$ cat src/rtl/countdown_clock_pkg.sv
// Shared definitions for the MM:SS countdown clock: state encoding,
// BCD digit geometry and small conversion helpers.
package countdown_clock_pkg;

  typedef enum logic [1:0] {
    IDLE    = 2'd0,
    RUNNING = 2'd1,
    PAUSED  = 2'd2,
    EXPIRED = 2'd3
  } state_t;

  localparam int DIGIT_W      = 4;
  localparam int DIGIT_MAX    = 9;
  localparam int SEC_TENS_MAX = 5;

  // Two-digit BCD encoding of a value in 0..99.
  function automatic logic [7:0] to_bcd2(input int unsigned value);
    return {4'(value / 10), 4'(value % 10)};
  endfunction

  // Total seconds represented by a packed {mt, mo, st, so} BCD value.
  function automatic logic [12:0] bcd_to_seconds(input logic [15:0] bcd);
    int unsigned mins;
    int unsigned secs;
    mins = int'(bcd[15:12]) * 10 + int'(bcd[11:8]);
    secs = int'(bcd[7:4]) * 10 + int'(bcd[3:0]);
    return 13'(mins * 60 + secs);
  endfunction

endpackage

$ cat src/rtl/countdown_clock_bcd_digit_down.sv
// One BCD digit of the down-counting borrow chain. Produces the digit's
// next value: the clamped load value, a decrement with wrap to MAX, or a hold.
module bcd_digit_down
  import countdown_clock_pkg::*;
#(
  parameter int MAX = DIGIT_MAX
) (
  input  logic [DIGIT_W-1:0] digit,
  input  logic               borrow_in,
  input  logic               load_en,
  input  logic [DIGIT_W-1:0] load_digit,
  output logic [DIGIT_W-1:0] next_digit,
  output logic               borrow_out
);

  localparam logic [DIGIT_W-1:0] MAX_D = DIGIT_W'(MAX);

  // Load takes precedence; otherwise decrement only when borrowed into.
  always_comb begin
    next_digit = digit;
    borrow_out = 1'b0;
    if (load_en) begin
      next_digit = (load_digit > MAX_D) ? MAX_D : load_digit;
    end else if (borrow_in) begin
      if (digit == '0) begin
        next_digit = MAX_D;
        borrow_out = 1'b1;
      end else begin
        next_digit = digit - 1'b1;
      end
    end
  end

endmodule

$ cat src/rtl/countdown_clock.sv
// MM:SS countdown clock. Decrements a BCD value once per incoming tick
// while running, with load/pause/start control, expiry and warning flags.
module countdown_clock
  import countdown_clock_pkg::*;
#(
  parameter int DEFAULT_MIN  = 1,
  parameter int DEFAULT_SEC  = 30,
  parameter int WARN_SECONDS = 10
) (
  input  logic        clk,
  input  logic        reset_n,
  input  logic        tick,
  input  logic        load,
  input  logic [15:0] load_value,
  input  logic        start,
  input  logic        pause,
  output logic [15:0] digits,
  output logic        running,
  output logic        expired,
  output logic        expired_pulse,
  output logic        warning
);

  localparam logic [15:0] RESET_DIGITS =
    {to_bcd2(DEFAULT_MIN), to_bcd2(DEFAULT_SEC)};

  state_t      state_reg, state_next;
  logic [15:0] digits_reg, digits_next;
  logic        expired_pulse_reg, expired_pulse_next;
  logic        dec_en;
  logic [4:0]  borrow;
  logic [12:0] remaining;
  logic        hits_zero;

  // A tick only counts in RUNNING and when neither load nor pause claims the cycle.
  assign dec_en    = (state_reg == RUNNING) && tick && !load && !pause;
  assign borrow[0] = dec_en;

  // Borrow chain, seconds-ones at index 0 up to minutes-tens at index 3.
  generate
    for (genvar gi = 0; gi < 4; gi++) begin : g_digit
      localparam int MAX = (gi == 1) ? SEC_TENS_MAX : DIGIT_MAX;
      bcd_digit_down #(.MAX(MAX)) u_digit (
        .digit      (digits_reg[gi*DIGIT_W +: DIGIT_W]),
        .borrow_in  (borrow[gi]),
        .load_en    (load),
        .load_digit (load_value[gi*DIGIT_W +: DIGIT_W]),
        .next_digit (digits_next[gi*DIGIT_W +: DIGIT_W]),
        .borrow_out (borrow[gi+1])
      );
    end
  endgenerate

  // A borrow out of the top digit would mean decrementing 00:00, which the
  // FSM never allows; it is folded in here so the chain end is not left dangling.
  assign hits_zero = dec_en && (digits_next == 16'h0000) && !borrow[4];

  // Next-state and expiry-pulse decision; load overrides everything.
  always_comb begin
    state_next         = state_reg;
    expired_pulse_next = 1'b0;
    if (load) begin
      state_next = IDLE;
    end else begin
      case (state_reg)
        IDLE: begin
          if (start) begin
            if (digits_reg == 16'h0000) begin
              state_next         = EXPIRED;
              expired_pulse_next = 1'b1;
            end else begin
              state_next = RUNNING;
            end
          end
        end
        RUNNING: begin
          if (pause) begin
            state_next = PAUSED;
          end else if (hits_zero) begin
            state_next         = EXPIRED;
            expired_pulse_next = 1'b1;
          end
        end
        PAUSED: begin
          if (start) begin
            state_next = RUNNING;
          end
        end
        EXPIRED: begin
          state_next = EXPIRED;
        end
        default: state_next = IDLE;
      endcase
    end
  end

  // State, digit and pulse registers with synchronous active-low reset.
  always_ff @(posedge clk) begin
    if (!reset_n) begin
      state_reg         <= IDLE;
      digits_reg        <= RESET_DIGITS;
      expired_pulse_reg <= 1'b0;
    end else begin
      state_reg         <= state_next;
      digits_reg        <= digits_next;
      expired_pulse_reg <= expired_pulse_next;
    end
  end

  assign remaining     = bcd_to_seconds(digits_reg);
  assign digits        = digits_reg;
  assign running       = (state_reg == RUNNING);
  assign expired       = (state_reg == EXPIRED);
  assign expired_pulse = expired_pulse_reg;
  assign warning       = ((state_reg == RUNNING) || (state_reg == PAUSED)) &&
                         (remaining != 13'd0) &&
                         (remaining <= 13'(WARN_SECONDS));

endmodule

$ cat config.mk
export PLATFORM = sky130hd
export DESIGN_NAME = countdown_clock
export DESIGN_NICKNAME = d
export VERILOG_FILES = /design/src/rtl/countdown_clock_pkg.sv /design/src/rtl/countdown_clock_bcd_digit_down.sv /design/src/rtl/countdown_clock.sv
export SDC_FILE = /design/constraint.sdc
export NUM_CORES = 1
export LEC_CHECK = 0
export ABC_AREA = 1
export BUFFER_PORTS_ARGS = -buffer_cell sky130_fd_sc_hd__clkbuf_2
export CORE_MARGIN = 5
export CORE_UTILIZATION = 64
export DETAILED_ROUTE_END_ITERATION = 12
export GPL_TIMING_DRIVEN = 1
export PLACE_DENSITY = 0.93
export SLEW_MARGIN = 30
export SYNTH_ARGS = -nofsm -noshare
export SYNTH_HDL_FRONTEND = slang
export SYNTH_SLANG_ARGS = --single-unit
$ cat constraint.sdc
create_clock -name clk -period 19.6 [get_ports clk]
set_input_delay 3.92 -clock clk [delete_from_list [all_inputs] [get_ports clk]]
set_output_delay 3.92 -clock clk [all_outputs]
set_load 0.03 [all_outputs]
Yosys cells after proc, flatten, opt, wreduce, memory -nomap -nowiden. Cells that the tools add are included.

Flip-flop bits (word level): 19. Input bits: 22. Output and inout port bits: 20. Word-level logic and storage cells: 85.

Add/subtract/negate cells: 7. $mul: 3. $lt $le $gt $ge: 5. Eq/ne operators: 6. Mux-type cells: 39. Bitwise gates (word level): 1. Reduce and logical (&&, ||, !) cells: 21.

Operators by type and width (count): two-way mux 4 bit (16); zero test 16 bit (2); adder 8 x 4 -> 9 bit (2); zero test 4 bit (4); two-way mux 1 bit (16); subtractor 4 x 1 -> 4 bit (second input constant) (4); multiplier 4 x 3 -> 7 bit (second input constant) (2); adder 13 x 9 -> 13 bit (1); less-or-equal comparator 13 x 4 -> 1 bit (second input constant) (1); nonzero test 13 bit (1); > comparator 4 bit (second input constant) (3); multiplier 9 x 4 -> 11 bit (second input constant) (1); two-way mux 2 bit (5); case mux 2 bit (4 select lines) (1); logical AND 1 bit (7); == test 2 bit (second input constant) (2); > comparator 4 x 3 -> 1 bit (second input constant) (1); inequality test 2 bit (second input constant) (2); zero test 1 bit (3); inequality test 3 x 2 -> 1 bit (second input constant) (1); AND reduction 3 bit (1); == test 2 x 1 -> 1 bit (second input constant) (1); zero test 2 bit (1); case mux 1 bit (2 select lines) (1); other kinds (3) (3).

Depth between registers and ports, before layout. Gate-level depths: netlist of the first run.

Depth after elaboration: 18. Mapped depth: 25. Depth with buffers taken out: 25.

Cells and area by module. A second synthesis of the first run with hierarchy kept.

Cells, all modules: 493. Area total of the unflattened synthesis: 3165.5 um2.

By module, submodules not included: countdown_clock (times used 1, cells each 351, area an instance 2542.4 um2, seq. area each 380.4 um2); bcd_digit_down (g_digit[0].u_digit ...) (times used 3, cells each 37, area an instance 161.4 um2, seq. area each 0.0 um2); bcd_digit_down (g_digit[1].u_digit) (times used 1, cells each 31, area an instance 138.9 um2, seq. area each 0.0 um2).

Worst setup path before layout of the first run. Ideal clock, no wire load.

Kind: register to output. Start point: register digits_reg[15] (netlist: digits[15]). End point: output port warning. Arrival: 5572 ps. Data required time: 15680 ps. Path slack: 10108 ps. Stages on the path, launching flop included: 25. Buffers on the path: 0. Cells stage by stage: dfxtp_1 -> ha_1 -> ha_1 -> fa_1 -> inv_1 -> xor2_1 -> inv_1 -> fa_1 -> inv_1 -> fa_1 -> inv_1 -> ha_1 -> xnor2_1 -> inv_1 -> ha_1 -> a21oi_1 -> o21ai_0 -> a31oi_1 -> inv_1 -> or2_2 -> a21oi_1 -> nand3_1 -> nor2_4 -> nand2_1 -> nor2_1.

Cells in the longest elaborated chain, start to end: 7. Elaborated cells on any way between the ends: 8. Classes of those cells: 2 x add/sub; 2 x mul; 1 x order compare; 3 x reduce/logical.

Ends and longest elaborated chain: start: declaration (line countdown_clock.sv:28) `logic [15:0] digits_reg, digits_next;`; start signal: assignment (line countdown_clock.sv:105) `digits_reg <= digits_next;`; multiplier 4 x 3 -> 7 bit * (line countdown_clock_pkg.sv:25) `mins = int'(bcd[15:12]) * 10 + int'(bcd[11:8]);`; adder 8 x 4 -> 9 bit * (line countdown_clock_pkg.sv:25); multiplier 9 x 4 -> 11 bit * (line countdown_clock_pkg.sv:27) `return 13'(mins * 60 + secs);`; adder 13 x 9 -> 13 bit * (line countdown_clock_pkg.sv:27); branches (longest 2 deep; another with less-or-equal comparator 13 x 4 -> 1 bit); logical AND 1 bit * (line countdown_clock.sv:116) `(remaining != 13'd0) &&`; end: declaration (line countdown_clock.sv:21) `output logic warning`.

Every way passes the cells marked *.

Worst setup path after layout of the first run. Same ends and word-level chain as after synthesis.

==> results of run 1 <==
[metal layers]
layer  part of all wire [%]  track usage, %
met5                      0               0
met4                    2.0            8.76
met3                    3.9            2.27
met2                     50            40.8
met1                     44            28.8
[power groups by stage]
stage | registers [mW] | clock network [mW] | logic (mW)
after floorplan | 0.0481 | 0 | 0.160
after global placement | 0.0454 | 0 | 0.190
after detailed placement | 0.0456 | 0 | 0.201
after CTS | 0.0447 | 0.0283 | 0.203
after global routing | 0.0452 | 0.0310 | 0.233
final | 0.0448 | 0.0283 | 0.202
[logic make-up (layout without fill, tap and decap cells)]
| logic type | Yosys count | in the layout |
|---|---|---|
| adder cells (fa/ha/maj) | 59 | 59 |
| buffers and inverters | 83 | 123 |
| XOR/XNOR | 16 | 16 |
| flip-flops | 19 | 19 |
| AO/OA/AOI/OAI | 58 | 58 |
| AND/OR/NAND/NOR | 223 | 223 |
[how the worst min path moves through the flow]
| stage | start | end | depth (start not counted) |
|---|---|---|---|
| after CTS | state_reg[0] | state_reg[0] | 2 |
| after global routing | state_reg[0] | state_reg[0] | 2 |
| final | state_reg[0] | state_reg[0] | 2 |
| after floorplan | state_reg[0] | state_reg[0] | 2 |
| after global placement | state_reg[0] | state_reg[0] | 2 |
| after detailed placement | state_reg[0] | state_reg[0] | 2 |
[metrics by stage]
step	cells	utilization [%]
global route	552	71.7
CTS	552	71.7
global placement	548	70.7
finish	552	71.7
floorplan	458	-
detailed placement	548	70.7
[synth_stat cells (3+ instances only)]
| master | count |
|---|---|
| a21oi_1 | 26 |
| a21oi_2 | 3 |
| dfxtp_1 | 19 |
| fa_1 | 19 |
| ha_1 | 40 |
| inv_1 | 74 |
| inv_2 | 4 |
| nand2_1 | 114 |
| nand2_2 | 8 |
| nand3_1 | 33 |
| nand3_2 | 3 |
| nand4_1 | 9 |
| nor2_1 | 42 |
| nor2_4 | 6 |
| o21ai_0 | 14 |
| o21ai_1 | 5 |
| xnor2_1 | 9 |
| xor2_1 | 5 |
[worst register-to-register path, delay by kind of cell, from the launching register on]
family / cells / cell delay [ns]
buffers and inverters: 1 / 0.09
flip-flops: 1 / 0.35
AND/OR/NAND/NOR: 15 / 1.64
adder cells (fa/ha/maj): 1 / 0.26
[cell type report]
| class | instances | area (sq um) |
|---|---|---|
| clock buffer | 3 | 41.3 |
| clock inverter | 1 | 5.00 |
| fill | 397 | 1330 |
| inverter | 78 | 293 |
| multi-input combinational | 356 | 2370 |
| sequential | 19 | 380 |
| tap | 54 | 67.6 |
| timing repair buffer | 41 | 205 |
[cells in the final DEF (no fill, tap or decap), types with 6 or more instances in the layout]
cell	instances
a21oi_1	26
clkbuf_2	41
dfxtp_1	19
fa_1	19
ha_1	40
inv_1	74
nand2_1	114
nand2_2	8
nand3_1	33
nand4_1	9
nor2_1	42
nor2_4	6
o21ai_0	14
xnor2_1	9
==> metrics.md, run 1 <==
| Metric | Value |
|---|---|
| Status | finished clean |
| Vias | approximately 2.9k |
| Core Footprint | around 0.0047 sq mm |
| Layout cells sized above 1 | 14.9% |
| Clock skew | about 0.0038 ns |
| FF+latch count, synth | 19 |
| Levels on crit path | 25 |
| FF-to-FF End | state_reg[1] |
| Reg2Reg Setup Slack | between 15 and 20 ns |
| Seq/Total Area, Yosys | 12.4% |
| Worst R2R Start | state_reg[1] |
| Antenna diodes | 0 |
| Cell Pwr Density | 81.9 mW/mm^2 |
| Pwr Total | between 0.2 and 0.3 mW |
| Full die area | ~0.0063 sq mm |
| CTS tree | done |
| Max-cap violations | 0 |
| Post-synthesis adder-cell area fraction | around 29% |
| HPWL after DPL | ~5700 um |
| Minimum clock period | around 9.8 ns |
| FMAX | 102 MHz |
| Yosys top cell area share | between 10% and 20% |
| R2R cell count | 17 |
| Synth Area in XOR/XNOR | about 5.1% |
| Net Count, Synth | about 540 |
| Ys async rst share | 0% |
| Comb power frac | 73.5% |
| Crit path required time | between 15 and 20 ns |
| Global-route wire length before repair | about 12,000 um |
| Final period util | 49.9% |
| Wire per inst | approximately 12 um |
| # DRC | 0 |
| Area contributors post-synth | ha_1 (16%), nand2_1 (14%), dfxtp_1 (12%) |
| Critical Path Start Type | register |
| Area leader, netlist | ha_1 |
| Root Buffer Master | clkbuf_8 |
| Vias per cell | 5.33 |
| Post-route ant nets | 0 |
| Critical path's most frequent cell | inv_1 |
| Leak | ~1.9 nW |
| Clock tree buffer depth | 2 |
| Main flop type after synthesis | dfxtp_1 |
| Worst-Skew Late Latency | ~0.26 ns |
| Max FFs per register | 16 |
| Mapped Avg Cell Area | about 6.7 sq um |
| Max incr delay on CP | 0.58 ns |
| Worst-margin pin slew | about 0.54 ns |
| Fin area | about 0.0034 sq mm |
| Hold Buf Count CTS | 0 |
| Initial Util | between 60 and 70% |
| Clock Sinks | 19 |
| Arrival time worst endpoint | slightly below 6 ns |
| Clock power frac | around a tenth |
| Die Y | between 70 and 80 um |
| WP buf/inv | 7 |
| Register share of total power | 16.3% |
| Setup ws final | approximately 9.8 ns |
| Minimum hold slack | about 0.54 ns |
| RSZ-0062 raised after global routing | no |
| Standard-cell rows | 25 |
| Critical Path End Type | output pin |
| Drt first pass iters | 4 |
| Nets | 580 |
| Layout area overhead | 9.45% |
| Setup violations, final | 0 |
| Vias in the first global route | 2,906 |
| # H-tree levels | 1 |
| Post-Place Worst Slack | ~10 ns |
| PostCTS Resize Cnt | 0 |
| Sw frac | roughly half |
| Int Pwr | between 0.1 and 0.15 mW |
| Synthesized instance count | 458 |
| Placed cell area | about 0.0033 sq mm |
| Peak VDD IR | between 0.04 and 0.05 mV |
| Largest net degree at the start of global routing | 22 |
| Worst path slowest cell | fa_1 |
| Slew Limit Fails | 0 |
| HP Class | register to register |
| Mux cell area share after synthesis | 0% |
| Initial antenna violation count | 0 |
| Final wirelength | ~6700 um |
| Mapped cell area | around 0.0031 sq mm |
| Setup Buffers After CTS | 0 |
| CP top delay family | adder cells |
| Slew margin rel. | between 60% and 70% |
| CP startpoint | digits[15] |
| CTS Buf Count | 3 |
| Clk pin slew, worst setup/hold paths | ~0.080 ns |
| Port bufs | 41 |
| NetSw | roughly 0.14 mW |
| Synthesis Warnings | 0 |
| Synth unique cells | 35 |
| Setup_tns | 0 ns |
| Largest family of logic cells by synthesized area | simple AND/OR/NAND/NOR gates |
| GRT Overall Usage | 23.1% |
| Placer Congestion | around 0.88 |
| Io pins | 42 |
| Global route overflow | 0 |
| Critical path class | register to output pin |
| Setup crit end | warning |
| Iter 0 DRT Violations | 107 |
| Die X | ~79 um |
| Endpoints failing hold | 0 |
| Post-Synth Simple-Gate Area | about a third |
| Complex-gate fraction of the synthesized area | a little over a tenth |
| Critical Path Fanout Max | 7 |
| EDFF count, synth | 0 |
Power figures use the tool's default switching activity.
==> inputs of run 2 (changes only) <==
--- a/config.mk
+++ b/config.mk
@@ -5,13 +5,13 @@
 export SDC_FILE = /design/constraint.sdc
 export NUM_CORES = 1
 export LEC_CHECK = 0
-export ABC_AREA = 1
+export ABC_AREA = 0
 export BUFFER_PORTS_ARGS = -buffer_cell sky130_fd_sc_hd__clkbuf_2
 export CORE_MARGIN = 5
-export CORE_UTILIZATION = 64
+export CORE_UTILIZATION = 59
 export DETAILED_ROUTE_END_ITERATION = 12
 export GPL_TIMING_DRIVEN = 1
-export PLACE_DENSITY = 0.93
+export PLACE_DENSITY = 0.88
 export SLEW_MARGIN = 30
 export SYNTH_ARGS = -nofsm -noshare
 export SYNTH_HDL_FRONTEND = slang
==> constraint.sdc (replaced) <==
create_clock -name clk -period 10.05 [get_ports clk]
set_input_delay 2.01 -clock clk [delete_from_list [all_inputs] [get_ports clk]]
set_output_delay 2.01 -clock clk [all_outputs]
set_load 0.03 [all_outputs]
==> metrics.md, run 2 <==
| Metric | Value |
|---|---|
| Global route overflow | 0 (unchanged) |
| Largest net degree at the start of global routing | 23 (was 22) |
| NetSw | 0.276 mW (was 0.138 mW) |
| Sw frac | 48.6% (was 50.1%) |
| Pwr Total | 0.568 mW (was 0.275 mW) |
| HPWL after DPL | 5330 um (was 5740 um) |
| Post-Place Worst Slack | 2.57 ns (was 10.07 ns) |
| Most frequent cells in the layout | clkbuf_2 (41), ha_1 (40), inv_1 (31) (was nand2_1 (114), inv_1 (74), nor2_1 (42)) |
| Fin area | 0.00317 sq mm (was 0.00336 sq mm) |
| Worst-Skew Late Latency | 0.26 ns (about the same) |
| Synth cell count leaders | ha_1 (40), inv_1 (31), nand2_1 (26) (was nand2_1 (114), inv_1 (74), nor2_1 (42)) |
| Worst-margin pin slew | 0.844 ns (was 0.542 ns) |
| Mapped Avg Cell Area | 8.57 sq um (was 6.71 sq um) |
| Root Buffer Master | clkbuf_8 (unchanged) |
| # H-tree levels | 1 (unchanged) |
| Main flop type after synthesis | dfxtp_1 (unchanged) |
| Critical Path End Type | output pin (unchanged) |
| Fill cells | 367 (was 397) |
| Critical path class | register to output pin (unchanged) |
| EDFF count, synth | 0 (unchanged) |
| Final period util | between 70% and 80% |
| M1 GR Usage | 27.4% (was 28.8%) |
| Grt met3 use | 3.39% (was 2.27%) |
| GR Util met2 | 39.3% (was 40.8%) |
| Leak | 1.54 nW (was 1.86 nW) |
| Worst R2R Start | state_reg[1] (unchanged) |
| Synthesized instance count | 333 (was 458) |
| # DRC | 0 (unchanged) |
| Clock Sinks | 19 (unchanged) |
| Clock skew | 0.00504 ns (was 0.00377 ns) |
| RSZ-0062 raised after global routing | no (unchanged) |
| Area contributors post-synth | ha_1 (18%), dfxtp_1 (13%), fa_1 (13%) (was ha_1 (16%), nand2_1 (14%), dfxtp_1 (12%)) |
| Endpoints failing hold | 0 (unchanged) |
| Setup violations, final | 0 (unchanged) |
| FF+latch count, synth | 19 (unchanged) |
| Yosys top cell area share | 17.5% (was 16.3%) |
| Synth unique cells | 55 (was 35) |
| Slew Limit Fails | 0 (unchanged) |
| Int Pwr | 0.292 mW (was 0.137 mW) |
| Clock tree buffer depth | 2 (unchanged) |
| Clk pin slew, worst setup/hold paths | 0.08 ns (about the same) |
| Final Non-Filler Cells | 441 (was 552) |
| Clock power frac | 10.0% (was 10.3%) |
| Wire per inst | 14.9 um (was 12.1 um) |
| FMAX | about 130 MHz |
| Net Count, Synth | 414 (was 539) |
| Setup_tns | 0 ns (unchanged) |
| Worst hold start | state_reg[1] (was state_reg[0]) |
| Full die area | 0.00633 sq mm (was 0.00629 sq mm) |
| Global-route wire length before repair | 11,400 um (was 12,100 um) |
| Minimum clock period | around 7.8 ns |
| Setup Buffers After CTS | 0 (unchanged) |
| Layout cells sized above 1 | 15.2% (was 14.9%) |
| Cell Pwr Density | 179 mW/mm^2 (was 81.9 mW/mm^2) |
| Hold Buf Count CTS | 0 (unchanged) |
| Ys async rst share | 0% (unchanged) |
| Seq/Total Area, Yosys | 13.3% (was 12.4%) |
| Most common cell after layout, fill and taps aside | clkbuf_2 (was nand2_1) |
| GRT Max-Usage Layer | met2 (unchanged) |
| GRT Overall Usage | 21.8% (was 23.1%) |
| CP startpoint | digits[14] (was digits[15]) |
| Io pins | 42 (unchanged) |
| Final wirelength | 6570 um (was 6690 um) |
| Setup ws final | 2.28 ns (was 9.82 ns) |
| Critical Path Fanout Max | 8 (was 7) |
| Slew margin rel. | 43.0% (was 63.6%) |
| Core Footprint | 0.00472 sq mm (was 0.00469 sq mm) |
| Vias in the first global route | 2,597 (was 2,906) |
| Crit path required time | 8.04 ns (was 15.68 ns) |
| Max FFs per register | 16 (unchanged) |
| Port bufs | 41 (unchanged) |
| Post-route ant nets | 0 (unchanged) |
| PostCTS Resize Cnt | 0 (unchanged) |
| Initial antenna violation count | 0 (unchanged) |
| Synthesis Warnings | 0 (unchanged) |
| Placed cell area | 0.00313 sq mm (was 0.00332 sq mm) |
| Die Y | 79.6 um (was 79.3 um) |
| Antenna diodes | 0 (unchanged) |
| Register share of total power | 15.6% (was 16.3%) |
| CTS tree | done (unchanged) |
| Initial Util | 60.4% (was 65.5%) |
| Status | finished clean (unchanged) |
| Nets | 456 (was 580) |
| Standard-cell rows | 25 (unchanged) |
| Peak VDD IR | 0.105 mV (was 0.0403 mV) |
| Vias | 2,669 (was 2,941) |
| Top-count cell post-synth | ha_1 (was nand2_1) |
| CTS Buf Count | 3 (unchanged) |
| Post-placement cell count | 437 (was 548) |
| Vias per cell | 6.05 (was 5.33) |
| Minimum hold slack | 0.530 ns (was 0.544 ns) |
| Die X | 79.6 um (was 79.3 um) |
| Iter 0 DRT Violations | 193 (was 107) |
| Arrival time worst endpoint | 5.76 ns (was 5.86 ns) |
| Layout area overhead | 11.2% (was 9.45%) |
| Post-layout util | 67.2% (was 71.7%) |
| Critical Path Start Type | register (unchanged) |
| Placer Congestion | 0.835 (was 0.878) |
| Drt first pass iters | 5 (was 4) |
| Max-cap violations | 0 (unchanged) |
| Mapped cell area | 0.00285 sq mm (was 0.00307 sq mm) |
| HP Class | register to register (unchanged) |
| Area leader, netlist | ha_1 (unchanged) |
| Comb power frac | 74.4% (was 73.5%) |
[run 2: changes by cell type in the layout (fill, tap and decap cells not counted), sizes merged, moves of 6 or more]
cell / before / now
a21oi: 29 / 12
xor2: 7 / 14
nor2b: 0 / 10
inv: 78 / 31
nand2: 122 / 27
nor2: 49 / 25
nor3: 0 / 11
nand3: 36 / 6
o211a: 0 / 6
[run 2: final timing paths]
path,endpoint,slack [ns],cells after the start
worst max-delay path,warning,2.28,20
worst min-delay path,state_reg[1],0.53,2
worst max register to register,state_reg[0],6.56,10
worst min register to register,state_reg[1],0.53,2
[run 2: layer usage]
metal | vias to the layer above | share of wire [%]
met5 | - | 0
met3 | 14 | 6.0
met2 | 95 | 50
li1 | 1278 | -
met4 | 0 | 1.3
met1 | 1282 | 42
[run 2: kinds of logic after synthesis]
| logic type | share of synthesized area [%] |
|---|---|
| AO/OA/AOI/OAI | 18.4 |
| XOR/XNOR | 9.08 |
| adder cells (fa/ha/maj) | 30.9 |
| buffers and inverters | 4.73 |
| flip-flops | 13.3 |
| multiplexers | 2.41 |
| AND/OR/NAND/NOR | 21.2 |
[run 2: area by class of cell]
class                           instances  area (sq um)  area share (%)
Multi-Input combinational cell        278          2340            73.7
Sequential cell                        19           380            12.0
Timing Repair Buffer                   41           205            6.46
Inverter                               32           120            3.78
Tap cell                               67          83.8            2.64
Clock buffer                            3          41.3            1.30
Clock inverter                          1          5.00           0.158
[run 2: power groups by stage]
stage | Combinational, mW | Clock, mW | Sequential (mW)
global placement | 0.402 | 0 | 0.0897
detailed placement | 0.423 | 0 | 0.0901
CTS | 0.425 | 0.0566 | 0.0883
finish | 0.423 | 0.0567 | 0.0886
floorplan | 0.337 | 0 | 0.0948
global route | 0.488 | 0.0605 | 0.0895
[run 2: worst max-delay path: stages (launching register included)]
cell and delay (ns):
dfxtp_1 0.52, ha_1 0.33, ha_1 0.31, a21oi_1 0.20, nand2_1 0.09, xor2_1 0.30
inv_1 0.14, fa_1 0.48, fa_1 0.55, inv_1 0.04, ha_1 0.34, xnor2_1 0.16
ha_1 0.30, ha_1 0.33, nand2_1 0.06, a211oi_1 0.26, a211o_1 0.17, o2111ai_1 0.10
or3_1 0.35, a211oi_1 0.19, clkbuf_2 0.24
==> inputs of run 3 (changes only) <==
--- a/config.mk
+++ b/config.mk
@@ -8,10 +8,10 @@
 export ABC_AREA = 0
 export BUFFER_PORTS_ARGS = -buffer_cell sky130_fd_sc_hd__clkbuf_2
 export CORE_MARGIN = 5
-export CORE_UTILIZATION = 59
+export CORE_UTILIZATION = 53
 export DETAILED_ROUTE_END_ITERATION = 12
 export GPL_TIMING_DRIVEN = 1
-export PLACE_DENSITY = 0.88
+export PLACE_DENSITY = 0.84
 export SLEW_MARGIN = 30
 export SYNTH_ARGS = -nofsm -noshare
 export SYNTH_HDL_FRONTEND = slang
==> constraint.sdc (replaced) <==
create_clock -name clk -period 6.9 [get_ports clk]
set_input_delay 1.38 -clock clk [delete_from_list [all_inputs] [get_ports clk]]
set_output_delay 1.38 -clock clk [all_outputs]
set_load 0.03 [all_outputs]
==> metrics.md, run 3 (synthesis results as in run 2) <==
| Metric | Value |
|---|---|
| WP buf/inv | 3 (unchanged) |
| Critical Path Fanout Max | 6 (was 8) |
| Antenna diodes | 0 (unchanged) |
| Slew margin rel. | 44.2% (was 43.0%) |
| Iter 0 DRT Violations | 103 (was 193) |
| Port bufs | 41 (unchanged) |
| Worst R2R Start | state_reg[1] (unchanged) |
| Crit path cell chain | ha_4, ha_1, nand3_1, nand2_2, xor2_2, inv_1, fa_1, fa_1, inv_1, ha_1, xnor2_1, ha_1, ha_4, nand2_1, a211oi_2, a211o_1, o2111ai_1, or3_1, a211oi_2, buf_4 (was ha_1, ha_1, a21oi_1, nand2_1, xor2_1, inv_1, fa_1, fa_1, inv_1, ha_1, xnor2_1, ha_1, ha_1, nand2_1, a211oi_1, a211o_1, o2111ai_1, or3_1, a211oi_1, clkbuf_2) |
| Post-route ant nets | 0 (unchanged) |
| Max FFs per register | 16 (unchanged) |
| Vias per cell | 5.73 (was 6.05) |
| Hold depth | 2 (unchanged) |
| Reg2Reg Setup Slack | 3.48 ns (was 6.56 ns) |
| Final period util | around 96% |
| HPWL after DPL | 5330 um (about the same) |
| Layout area overhead | 17.0% (was 11.2%) |
| Clk pin slew, worst setup/hold paths | 0.07 ns (was 0.08 ns) |
| FMAX | 151 MHz |
| Post-placement cell count | 445 (was 437) |
| Post-layout util | 64.6% (was 67.2%) |
| Final wirelength | 6610 um (was 6570 um) |
| Critical path class | register to output pin (unchanged) |
| Layout cells sized above 1 | 21.5% (was 15.2%) |
| Global route overflow | 0 (unchanged) |
| Setup violations, final | 0 (unchanged) |
| Critical Path Start Type | register (unchanged) |
| # DRC | 0 (unchanged) |
| Wire per inst | 14.6 um (was 14.9 um) |
| Most common cell after layout, fill and taps aside | clkbuf_2 (unchanged) |
| Global-route wire length before repair | 11,300 um (was 11,400 um) |
| HP Class | register to register (unchanged) |
| Worst-Skew Late Latency | 0.26 ns (about the same) |
| Endpoints failing hold | 0 (unchanged) |
| Worst-margin pin slew | 0.826 ns (was 0.844 ns) |
| Worst path slowest cell | fa_1 (unchanged) |
| Standard-cell rows | 26 (was 25) |
| Clock skew | 0.00349 ns (was 0.00504 ns) |
| Levels on crit path | 20 (unchanged) |
| Max incr delay on CP | 0.55 ns (about the same) |
| Setup ws final | 0.256 ns (was 2.28 ns) |
| Initial antenna violation count | 0 (unchanged) |
| Io pins | 42 (unchanged) |
| Crit path required time | 5.52 ns (was 8.04 ns) |
| Max-cap violations | 0 (unchanged) |
| Vias in the first global route | 2,574 (was 2,597) |
| GRT Overall Usage | 18.6% (was 21.8%) |
| Worst Hold End | state_reg[1] (unchanged) |
| Clock tree buffer depth | 2 (unchanged) |
| Critical path's most frequent cell | ha_1 (unchanged) |
| # H-tree levels | 1 (unchanged) |
| Final Non-Filler Cells | 452 (was 441) |
| Nets | 464 (was 456) |
| CTS tree | done (unchanged) |
| Critical Path End Type | output pin (unchanged) |
| Slew Limit Fails | 0 (unchanged) |
| Peak VDD IR | 0.169 mV (was 0.105 mV) |
| Minimum clock period | about 6.6 ns |
| Clock Sinks | 19 (unchanged) |
| Core Footprint | 0.00517 sq mm (was 0.00472 sq mm) |
| Arrival time worst endpoint | 5.26 ns (was 5.76 ns) |
| Minimum hold slack | 0.507 ns (was 0.530 ns) |
| Vias | 2,591 (was 2,669) |
| CP top delay family | adder cells (unchanged) |
| Root Buffer Master | clkbuf_8 (unchanged) |
| R2R cell count | 10 (unchanged) |
| Initial Util | 55.2% (was 60.4%) |
| Leak | 1.58 nW (was 1.54 nW) |
| Most frequent cells in the layout | clkbuf_2 (40), ha_1 (35), inv_1 (31) (was clkbuf_2 (41), ha_1 (40), inv_1 (31)) |
| Cell Pwr Density | 267 mW/mm^2 (was 179 mW/mm^2) |
| Die Y | 83.4 um (was 79.6 um) |
| Worst hold start | state_reg[1] (unchanged) |
| Full die area | 0.00695 sq mm (was 0.00633 sq mm) |
| FF-to-FF End | state_reg[0] (unchanged) |
| Post-Place Worst Slack | 0.168 ns (was 2.57 ns) |
| Die X | 83.4 um (was 79.6 um) |
| Largest net degree at the start of global routing | 23 (unchanged) |
| Fill cells | 432 (was 367) |
| Placer Congestion | 0.875 (was 0.835) |
| Status | finished clean (unchanged) |
| Drt first pass iters | 4 (was 5) |
| CTS Buf Count | 3 (unchanged) |
[run 3: changes by cell type in the layout (fill, tap and decap cells not counted), sizes merged]
cell	previous run	this run
buf	0	9
clkinv	2	1
[run 3: final cells by class]
cell class              instances  area, sq um  area share, %
repair buffers                 49          268           8.02
multi-input cells             278         2440           73.0
inverters                      32          120           3.60
well taps                      70         87.6           2.62
flip-flops and latches         19          382           11.4
clock buffers                   4         45.0           1.35
[run 3: through the flow]
| step | power (mW) | TNS (ns) | instance area, sq um |
|---|---|---|---|
| 3_5_place_dp | 0.751 | 0 | 3170 |
| 6_report | 0.892 | 0 | 3340 |
| 2_1_floorplan | 0.634 | 0 | 2860 |
| 5_1_grt | 0.989 | -0.00136 | 3340 |
| 4_1_cts | 0.841 | 0 | 3240 |
| 3_3_place_gp | 0.722 | 0 | 3170 |
[run 3: worst max path at each step]
| stage | from | endpoint | slack (ns) |
|---|---|---|---|
| finish | digits[12] | warning | 0.26 |
| global route | digits[12] | warning | -0.001 |
| CTS | digits[12] | warning | 0.04 |
| detailed placement | digits[12] | warning | 0.17 |
| global placement | digits[12] | warning | 0.34 |
| floorplan | digits[14] | warning | 0.14 |
[run 3: where the power goes]
group,internal (mW),switching [mW]
Combinational,0.306,0.378
Sequential,0.116,0.0119
Clock,0.0411,0.0388
[run 3: tightest hold or removal path: cells and delay by family (launching register included)]
| family | cells | cell delay (ns) |
|---|---|---|
| mux | 1 | 0.06 |
| simple gates | 1 | 0.07 |
| flops | 1 | 0.34 |
[run 3: layer usage]
layer	track usage [%]	part of all wire, %	vias to the layer above
met2	32.7	50	64
met1	23.9	44	1230
li1	-	-	1287
met5	0	0	-
met3	1.58	3.7	10
met4	6.09	1.7	0
[run 3: what timing repair did]
action	in CTS	in global routing
hold buffers	0	0
setup buffers	0	3
setup endpoints to repair	1	1
pin swaps	0	3
gates cloned	0	0
gates resized for setup	4	17
